[src/rtl/coil_drive_stage.sv]
// coil_drive_stage: H-bridge coil driver with break-before-make dead time, PWM chopping and sticky illegal-pattern fault
module coil_drive_stage #(
    parameter int DEAD_CYCLES = 4,
    parameter int PWM_BITS    = 8
) (
    input  logic                clk,
    input  logic                rst,
    input  logic [3:0]          phase_in,
    input  logic                enable,
    input  logic [PWM_BITS-1:0] duty,
    input  logic                clear_fault,
    output logic [3:0]          coil_out,
    output logic                busy,
    output logic                fault
);
    localparam int CW = (DEAD_CYCLES < 2) ? 1 : $clog2(DEAD_CYCLES + 1);
    localparam logic [CW-1:0] DEAD_LOAD = CW'(DEAD_CYCLES);

    typedef enum logic [1:0] {RUN, DEAD, FAULT} state_t;

    state_t              r_state, w_state_n;
    logic [3:0]          r_phase_q, r_cur_pat, r_on_mask;
    logic [3:0]          w_cur_pat_n, w_on_mask_n, w_drive;
    logic [CW-1:0]       r_dead_cnt, w_dead_cnt_n;
    logic [PWM_BITS-1:0] r_pwm_cnt;
    logic                w_illegal, w_change, w_pwm_on;

    assign w_illegal = (r_phase_q[3] & r_phase_q[1]) | (r_phase_q[2] & r_phase_q[0]);
    assign w_change  = r_phase_q != r_cur_pat;
    assign w_pwm_on  = r_pwm_cnt < duty;
    assign busy      = r_state == DEAD;
    assign fault     = r_state == FAULT;

    // Coils only held off in DEAD are those newly energised since the last settled pattern
    always_comb begin
        w_drive = (r_state == RUN)  ? r_cur_pat :
                  (r_state == DEAD) ? (r_cur_pat & r_on_mask) : 4'b0000;
    end

    always_comb begin
        w_state_n    = r_state;
        w_cur_pat_n  = r_cur_pat;
        w_on_mask_n  = r_on_mask;
        w_dead_cnt_n = r_dead_cnt;
        case (r_state)
            RUN: begin
                if (w_illegal) begin
                    w_state_n = FAULT;
                end else if (w_change) begin
                    w_on_mask_n  = r_cur_pat & r_phase_q;
                    w_cur_pat_n  = r_phase_q;
                    w_dead_cnt_n = DEAD_LOAD;
                    w_state_n    = (DEAD_CYCLES == 0) ? RUN : DEAD;
                end
            end
            DEAD: begin
                if (w_illegal) begin
                    w_state_n = FAULT;
                end else if (w_change) begin
                    w_on_mask_n  = r_on_mask & r_phase_q;
                    w_cur_pat_n  = r_phase_q;
                    w_dead_cnt_n = DEAD_LOAD;
                end else begin
                    w_dead_cnt_n = r_dead_cnt - 1'b1;
                    w_state_n    = (r_dead_cnt == CW'(1)) ? RUN : DEAD;
                end
            end
            default: begin
                if (clear_fault && !w_illegal) begin
                    w_cur_pat_n  = r_phase_q;
                    w_on_mask_n  = 4'b0000;
                    w_dead_cnt_n = DEAD_LOAD;
                    w_state_n    = (DEAD_CYCLES == 0) ? RUN : DEAD;
                end
            end
        endcase
    end

    always_ff @(posedge clk) begin
        if (rst) begin
            r_state    <= RUN;
            r_phase_q  <= 4'b0000;
            r_cur_pat  <= 4'b0000;
            r_on_mask  <= 4'b0000;
            r_dead_cnt <= '0;
            r_pwm_cnt  <= '0;
            coil_out   <= 4'b0000;
        end else begin
            r_state    <= w_state_n;
            r_phase_q  <= phase_in;
            r_cur_pat  <= w_cur_pat_n;
            r_on_mask  <= w_on_mask_n;
            r_dead_cnt <= w_dead_cnt_n;
            r_pwm_cnt  <= r_pwm_cnt + 1'b1;
            coil_out   <= w_drive & {4{w_pwm_on & enable}};
        end
    end
endmodule
[config.mk]
export PLATFORM = sky130hd
export DESIGN_NAME = coil_drive_stage
export DESIGN_NICKNAME = d
export VERILOG_FILES = /design/src/rtl/coil_drive_stage.sv
export SDC_FILE = /design/constraint.sdc
export NUM_CORES = 1
export LEC_CHECK = 0
export BUFFER_PORTS_ARGS = -buffer_cell sky130_fd_sc_hd__buf_2
export CAP_MARGIN = 20
export CORE_MARGIN = 5
export CORE_UTILIZATION = 63
export CTS_BUF_LIST = sky130_fd_sc_hd__clkbuf_8
export CTS_CLUSTER_SIZE = 30
export DETAILED_ROUTE_END_ITERATION = 10
export GPL_TIMING_DRIVEN = 0
export PLACE_DENSITY_LB_ADDON = 0.2
export RECOVER_POWER = 50
export SYNTH_ARGS = -nofsm -noshare
export SYNTH_HDL_FRONTEND = slang
export SYNTH_SLANG_ARGS = --single-unit
export TNS_END_PERCENT = 30
[constraint.sdc]
create_clock -name clk -period 2.07 [get_ports clk]
set_input_delay 0.3105 -clock clk [delete_from_list [all_inputs] [get_ports clk]]
set_output_delay 0.3105 -clock clk [all_outputs]
set_load 0.02 [all_outputs]
==> metrics, run 1 <==
Routed Antenna Nets=0; outcome=completed; Port Buf Inserts=21; gpl congestion=between 0.8 and 0.9; Syn Area/Cell=8.72 µm²; largest cells by area after synthesis=dfxtp_1 (38%), ha_1 (8.1%), a211oi_1 (4.4%), nand3_1 (4.2%), nor2b_1 (4.1%); Setup-failing EPs final=0; fillcell total=184; Most used DFF post-synth=dfxtp_1; die area=0.00354 mm²; vias in the first global route=1324; clock sinks=29; Post-synth ARST share=0%; Setup crit start kind=flop; Resize count post-CTS=0; Final min period=between 1500 and 2000 ps; placed cells=228; most common cell in the netlist=dfxtp_1; Reg2Reg Depth=5; Seq/Total Area, Yosys=37.6%; total of max-cap violations=0; clk_skew=9.15 ps; worst relative slew slack=approximately 64%; GRT Total Usage=22.7%; routed vias/inst=5.92; start point of the critical path=r_state[1]; drt first pass iters=4; Commonest cells post-synth=dfxtp_1 (29), nand3_1 (13), nand2_1 (12); CP Buf/Inv Count=1; Seq cells post-synth=29; CTS tree=yes; fraction of layout cells with a size suffix above 1=a little over an eighth; CP Data Required Time=approximately 2300 ps; Gate Count Post-Synth=177; initial antenna violation count=0; peak supply drop=0.000524 V; Leak=between 0.7 and 0.8 nW; Slew Viols, Final=0; Reg clk slew, reported paths=60 ps; Synth area leader=dfxtp_1; crit path capture type=flop; Core Region=0.00241 mm²; met2 wire length=1700 µm; CTS H-tree depth=2; arrival time at the worst endpoint=about 2000 ps; Die H=59.5 µm; CTS root buf=clkbuf_8; vias=1391; wire per inst=15.5 µm; Die W=59.5 µm; RSZ-0062 raised after global routing=false; worst r2r src=r_state[1]; hold buffer count at cts=0; Area Overhead vs Synth=13.1%; Worst Tran Pin Value=about 540 ps; Final Hold Fails=0; first-pass GRT wire length=between 6000 and 7000 µm; total gr overflow=0; initial drt markers=75; Crit path largest cell delay=470 ps; latest clock arrival within the worst-skew pair=280 ps; final hold slack=239 ps; CP cell instances=or2_2, clkbuf_1, nor3b_1, nand3_1, a211oi_1; DRT met1 WL=1630 µm; EDFF count, synth=0; fin crit share=85.5%; DRT Wirelength=3640 µm; critical path's slowest cell=nor3b_1; FF-to-FF setup slack=300 ps; Mapped Nets=203; largest net degree at the start of global routing=11; starting density of the core=64.0%; n_diodes=0; post-DP HPWL=about 2600 µm; row count=18; post-synth cell types=34; Max clock buf depth=2; number of setup buffers added after CTS=0; Top-Level Pins=22; Top Metal Used=met4; setup TNS=0 ps; Syn. warnings=0; maximum clock rate=565 MHz; drt drc=0; CTS Buf Count=5; Layout Nets=231; Setup crit end=coil_out[3]; Final Util=72.4%; CP delay by family, top=simple AND/OR/NAND/NOR gates; CP Class=flop to flop; Worst Path Max Fanout=8; non-filler instance count after layout=235; Yosys top cell area share=37.6%; Post-Syn Area=0.00154 mm²; Worst path depth=5; DR WL met3=around 220 µm; hold crit path type=primary input to flop; pwr dens=between 700 and 800 mW/mm²; r2r endpoint=coil_out[3]
-- report_power, final --
part | switching (mW) | total (mW) | internal (mW)
logic | 0.124 | 0.208 | 0.0839
clock network | 0.209 | 0.467 | 0.258
registers | 0.0330 | 0.619 | 0.586
total | 0.366 | 1.29 | 0.928
-- cell type report --
cell class / instances / area, µm² / area share [%]
clock buffers: 6 / 82.6 / 4.73
flip-flops and latches: 29 / 581 / 33.3
well taps: 30 / 37.5 / 2.15
inverters: 11 / 41.3 / 2.37
clock inverters: 1 / 3.75 / 0.215
repair buffers: 21 / 98.8 / 5.66
multi-input cells: 128 / 865 / 49.5
plain buffers: 9 / 36.3 / 2.08
-- routing by layer --
layer,vias up,GRT usage (%)
met1,643,28.0
met5,-,0
met2,46,35.4
met3,11,6.75
li1,691,-
met4,0,11.7
-- kinds of logic after synthesis --
kind of cell    synth area share, %
flops                          37.6
compound gates                 15.7
xor+xnor                       5.68
fa+ha+maj                      8.11
simple gates                   27.3
buf+inv                        5.60
-- flip-flops by register name (all words and copies together), names as in the netlist --
register	flops
r_state	2
coil_out	4
r_phase_q	4
r_pwm_cnt	8
r_dead_cnt	3
r_on_mask	4
r_cur_pat	4
-- placed cells by master (no fill, tap or decap) --
cell	n
xor2_1	4
inv_1	12
nor3b_1	1
nand3_1	13
a211oi_1	9
dfxtp_1	29
nor3_1	1
or4b_1	5
nand2b_1	5
xnor2_1	6
nor4_1	4
o22ai_1	4
ha_1	10
nand4_1	4
clkbuf_8	6
a32o_1	1
o2bb2ai_1	5
a31oi_1	4
nor2_1	11
o21ai_0	4
or2_2	2
a21o_1	1
buf_2	18
nor2b_1	10
a22o_1	1
nor2_2	1
a21oi_1	5
nand4_2	1
and4_1	1
clkbuf_1	12
nand2_1	12
o32ai_1	1
and3_1	2
-- per-stage QoR --
stage          setup WS, ps  power [mW]  area, µm²
2_1_floorplan           594       0.774       1540
5_1_grt                 192        1.35       1750
6_report                301        1.29       1750
3_5_place_dp            377       0.837       1690
4_1_cts                 359        1.30       1770
3_3_place_gp            444       0.825       1690
-- how the worst min path moves through the flow --
stage | from | endpoint | slack [ps] | depth (start not counted)
2_1_floorplan | r_pwm_cnt[0] | r_pwm_cnt[0] | 420 | 1
3_3_place_gp | r_on_mask[2] | r_on_mask[2] | 440 | 1
5_1_grt | phase_in[3] | r_phase_q[3] | 250 | 2
6_report | phase_in[3] | r_phase_q[3] | 240 | 2
3_5_place_dp | r_on_mask[2] | r_on_mask[2] | 450 | 1
4_1_cts | phase_in[3] | r_phase_q[3] | 240 | 2
Note: power is estimated with default switching activity, not from simulation.
==> inputs of run 2 (changes only) <==
--- a/config.mk
+++ b/config.mk
@@ -10,9 +10,10 @@
 export CORE_MARGIN = 5
 export CORE_UTILIZATION = 63
 export CTS_BUF_LIST = sky130_fd_sc_hd__clkbuf_8
-export CTS_CLUSTER_SIZE = 30
+export CTS_CLUSTER_SIZE = 10
 export DETAILED_ROUTE_END_ITERATION = 10
 export GPL_TIMING_DRIVEN = 0
+export MAX_ROUTING_LAYER = met4
 export PLACE_DENSITY_LB_ADDON = 0.2
 export RECOVER_POWER = 50
 export SYNTH_ARGS = -nofsm -noshare
==> run 2 against run 1 <==
  * Global-route usage up 0.66 points
  * Count of clock-buffer cells in the layout unchanged
  * Non-clock buffer count unchanged
  * Clock power about the same
  * Utilization unchanged
  * Total power about the same
  * Flip-flop and latch count unchanged
  * Critical path depth unchanged
  * First-iteration DRC count down 25%
  * Clock skew about the same
  * Wire length up 0.33%
  * Worst setup slack better by 4.5 ps
  * Critical path type unchanged
  * Critical endpoint unchanged
  * Largest cell class unchanged
  * Largest power group unchanged
  * Highest routed layer unchanged
==> metrics, run 2 (same netlist as run 1, synthesis figures left out) <==
peak supply drop=0.000524 V (-0.10%); setup TNS=0 ps (unchanged); number of setup buffers added after CTS=0 (unchanged); Die H=59.5 µm (unchanged); total of max-cap violations=0 (unchanged); largest net degree at the start of global routing=11 (unchanged); post-DP HPWL=2550 µm (unchanged); CTS root buf=clkbuf_8; Reg clk slew, reported paths=60 ps (about the same); gpl congestion=0.863 (+1.6%); clk_skew=8.80 ps (-0.350 ps); Area Overhead vs Synth=13.1% (unchanged); RSZ-0062 raised after global routing=false; vias in the first global route=1321 (-0.23%); most common cell after layout, fill and taps aside=dfxtp_1; fillcell total=184 (unchanged); DP Area=0.00169 mm² (unchanged); fraction of layout cells with a size suffix above 1=13.7% (unchanged); FF-to-FF setup slack=310 ps (about the same); Slew Viols, Final=0 (unchanged); Top-Level Pins=22 (unchanged); hold buffer count at cts=0 (unchanged); hold endpoint=r_phase_q[3]; Max clock buf depth=2 (unchanged); wire per inst=15.6 µm (+0.33%); Worst Path Max Fanout=8 (unchanged); CP Data Required Time=2260 ps (about the same); Setup-failing EPs final=0 (unchanged); fin area=0.00175 mm² (unchanged); Biggest register=r_pwm_cnt; initial drt markers=56 (-25%); worst relative slew slack=65.1% (+0.89 points); CP Class=flop to flop; starting density of the core=64.0% (unchanged); crit path capture type=flop; vias=1415 (+1.7%); flip-flop count of the largest register after layout=8 (unchanged); hold path depth=2 (unchanged); Routed Antenna Nets=0 (unchanged); Core Region=0.00241 mm² (unchanged); multi-input combinational cell area=865 µm² (unchanged); CTS tree=yes; Storage cell area=581 µm² (unchanged); maximum clock rate=567 MHz (+0.26%); Pwr Total=1.29 mW (about the same); CTS H-tree depth=2 (unchanged); final hold slack=238 ps (-0.857 ps); latest clock arrival within the worst-skew pair=280 ps (about the same); hold_sp=phase_in[3]; Layout Nets=231 (unchanged); fin crit share=85.3% (-0.22 points); placed cells=228 (unchanged); clock sinks=29 (unchanged); drt first pass iters=5 (+1); n_diodes=0 (unchanged); most frequent cells in the layout=dfxtp_1 (29), buf_2 (18), nand3_1 (13); GRT Total Usage=23.3% (+0.66 points); non-filler instance count after layout=235 (unchanged); total gr overflow=0 (unchanged); Setup crit start kind=flop; hold crit path type=primary input to flop; outcome=completed; die area=0.00354 mm² (unchanged); drt drc=0 (unchanged); worst r2r src=r_state[1]; CTS Buf Count=5 (unchanged); Reg2Reg Depth=5 (unchanged); Worst Tran Pin Value=524 ps (-13.3 ps); Die W=59.5 µm (unchanged); Final Hold Fails=0 (unchanged); Leak=0.733 nW (unchanged); routed vias/inst=6.02 (+1.7%); arrival time at the worst endpoint=1960 ps (about the same); DRT Wirelength=3660 µm (+0.33%); r2r endpoint=coil_out[3]; Port Buf Inserts=21 (unchanged); Resize count post-CTS=0 (unchanged); initial antenna violation count=0 (unchanged); first-pass GRT wire length=6020 µm (+0.12%); pwr dens=741 mW/mm² (about the same); Final min period=1760 ps (-4.53 ps); row count=18 (unchanged)
run 2: how the worst max path moves through the flow:
| stage | start | end |
|---|---|---|
| 5_1_grt | r_state[1] | coil_out[3] |
| 3_3_place_gp | rst | r_state[1] |
| 4_1_cts | r_state[1] | fault |
| 3_5_place_dp | rst | r_pwm_cnt[7] |
| 2_1_floorplan | r_state[0] | r_dead_cnt[1] |
| 6_report | r_state[1] | coil_out[3] |
run 2: final cells by class:
cell class	instances	area share (%)
Buffer	9	2.08
Clock buffer	6	4.73
Clock inverter	1	0.215
Inverter	11	2.37
Multi-Input combinational cell	128	49.5
Sequential cell	29	33.3
Tap cell	30	2.15
Timing Repair Buffer	21	5.66
run 2: stage by stage:
stage                     util (%)  setup slack [ps]
after detailed placement      69.9               377
after global routing          72.4               192
after global placement        69.9               444
after floorplan                  -               594
after CTS                     73.5               359
final                         72.4               305
run 2: power by group:
group / total [mW] / leakage, nW / switching (mW) / internal [mW]
logic: 0.208 / 0.447 / 0.124 / 0.0839
clock network: 0.467 / 0.0485 / 0.209 / 0.258
registers: 0.618 / 0.237 / 0.0329 / 0.586
total: 1.29 / 0.733 / 0.366 / 0.928
run 2: metal layers:
metal / up-vias / GRT usage, % / routed length [µm]
li1: 694 / - / -
met1: 645 / 28.0 / 1620
met2: 60 / 35.4 / 1690
met3: 16 / 6.75 / 236
met4: 0 / 11.7 / 109
met5: - / - / 0
run 2: critical path, stage by stage, from the launching register on:
cell	delay [ps]
dfxtp_1	360
or2_2	310
clkbuf_1	200
nor3b_1	470
nand3_1	130
a211oi_1	210
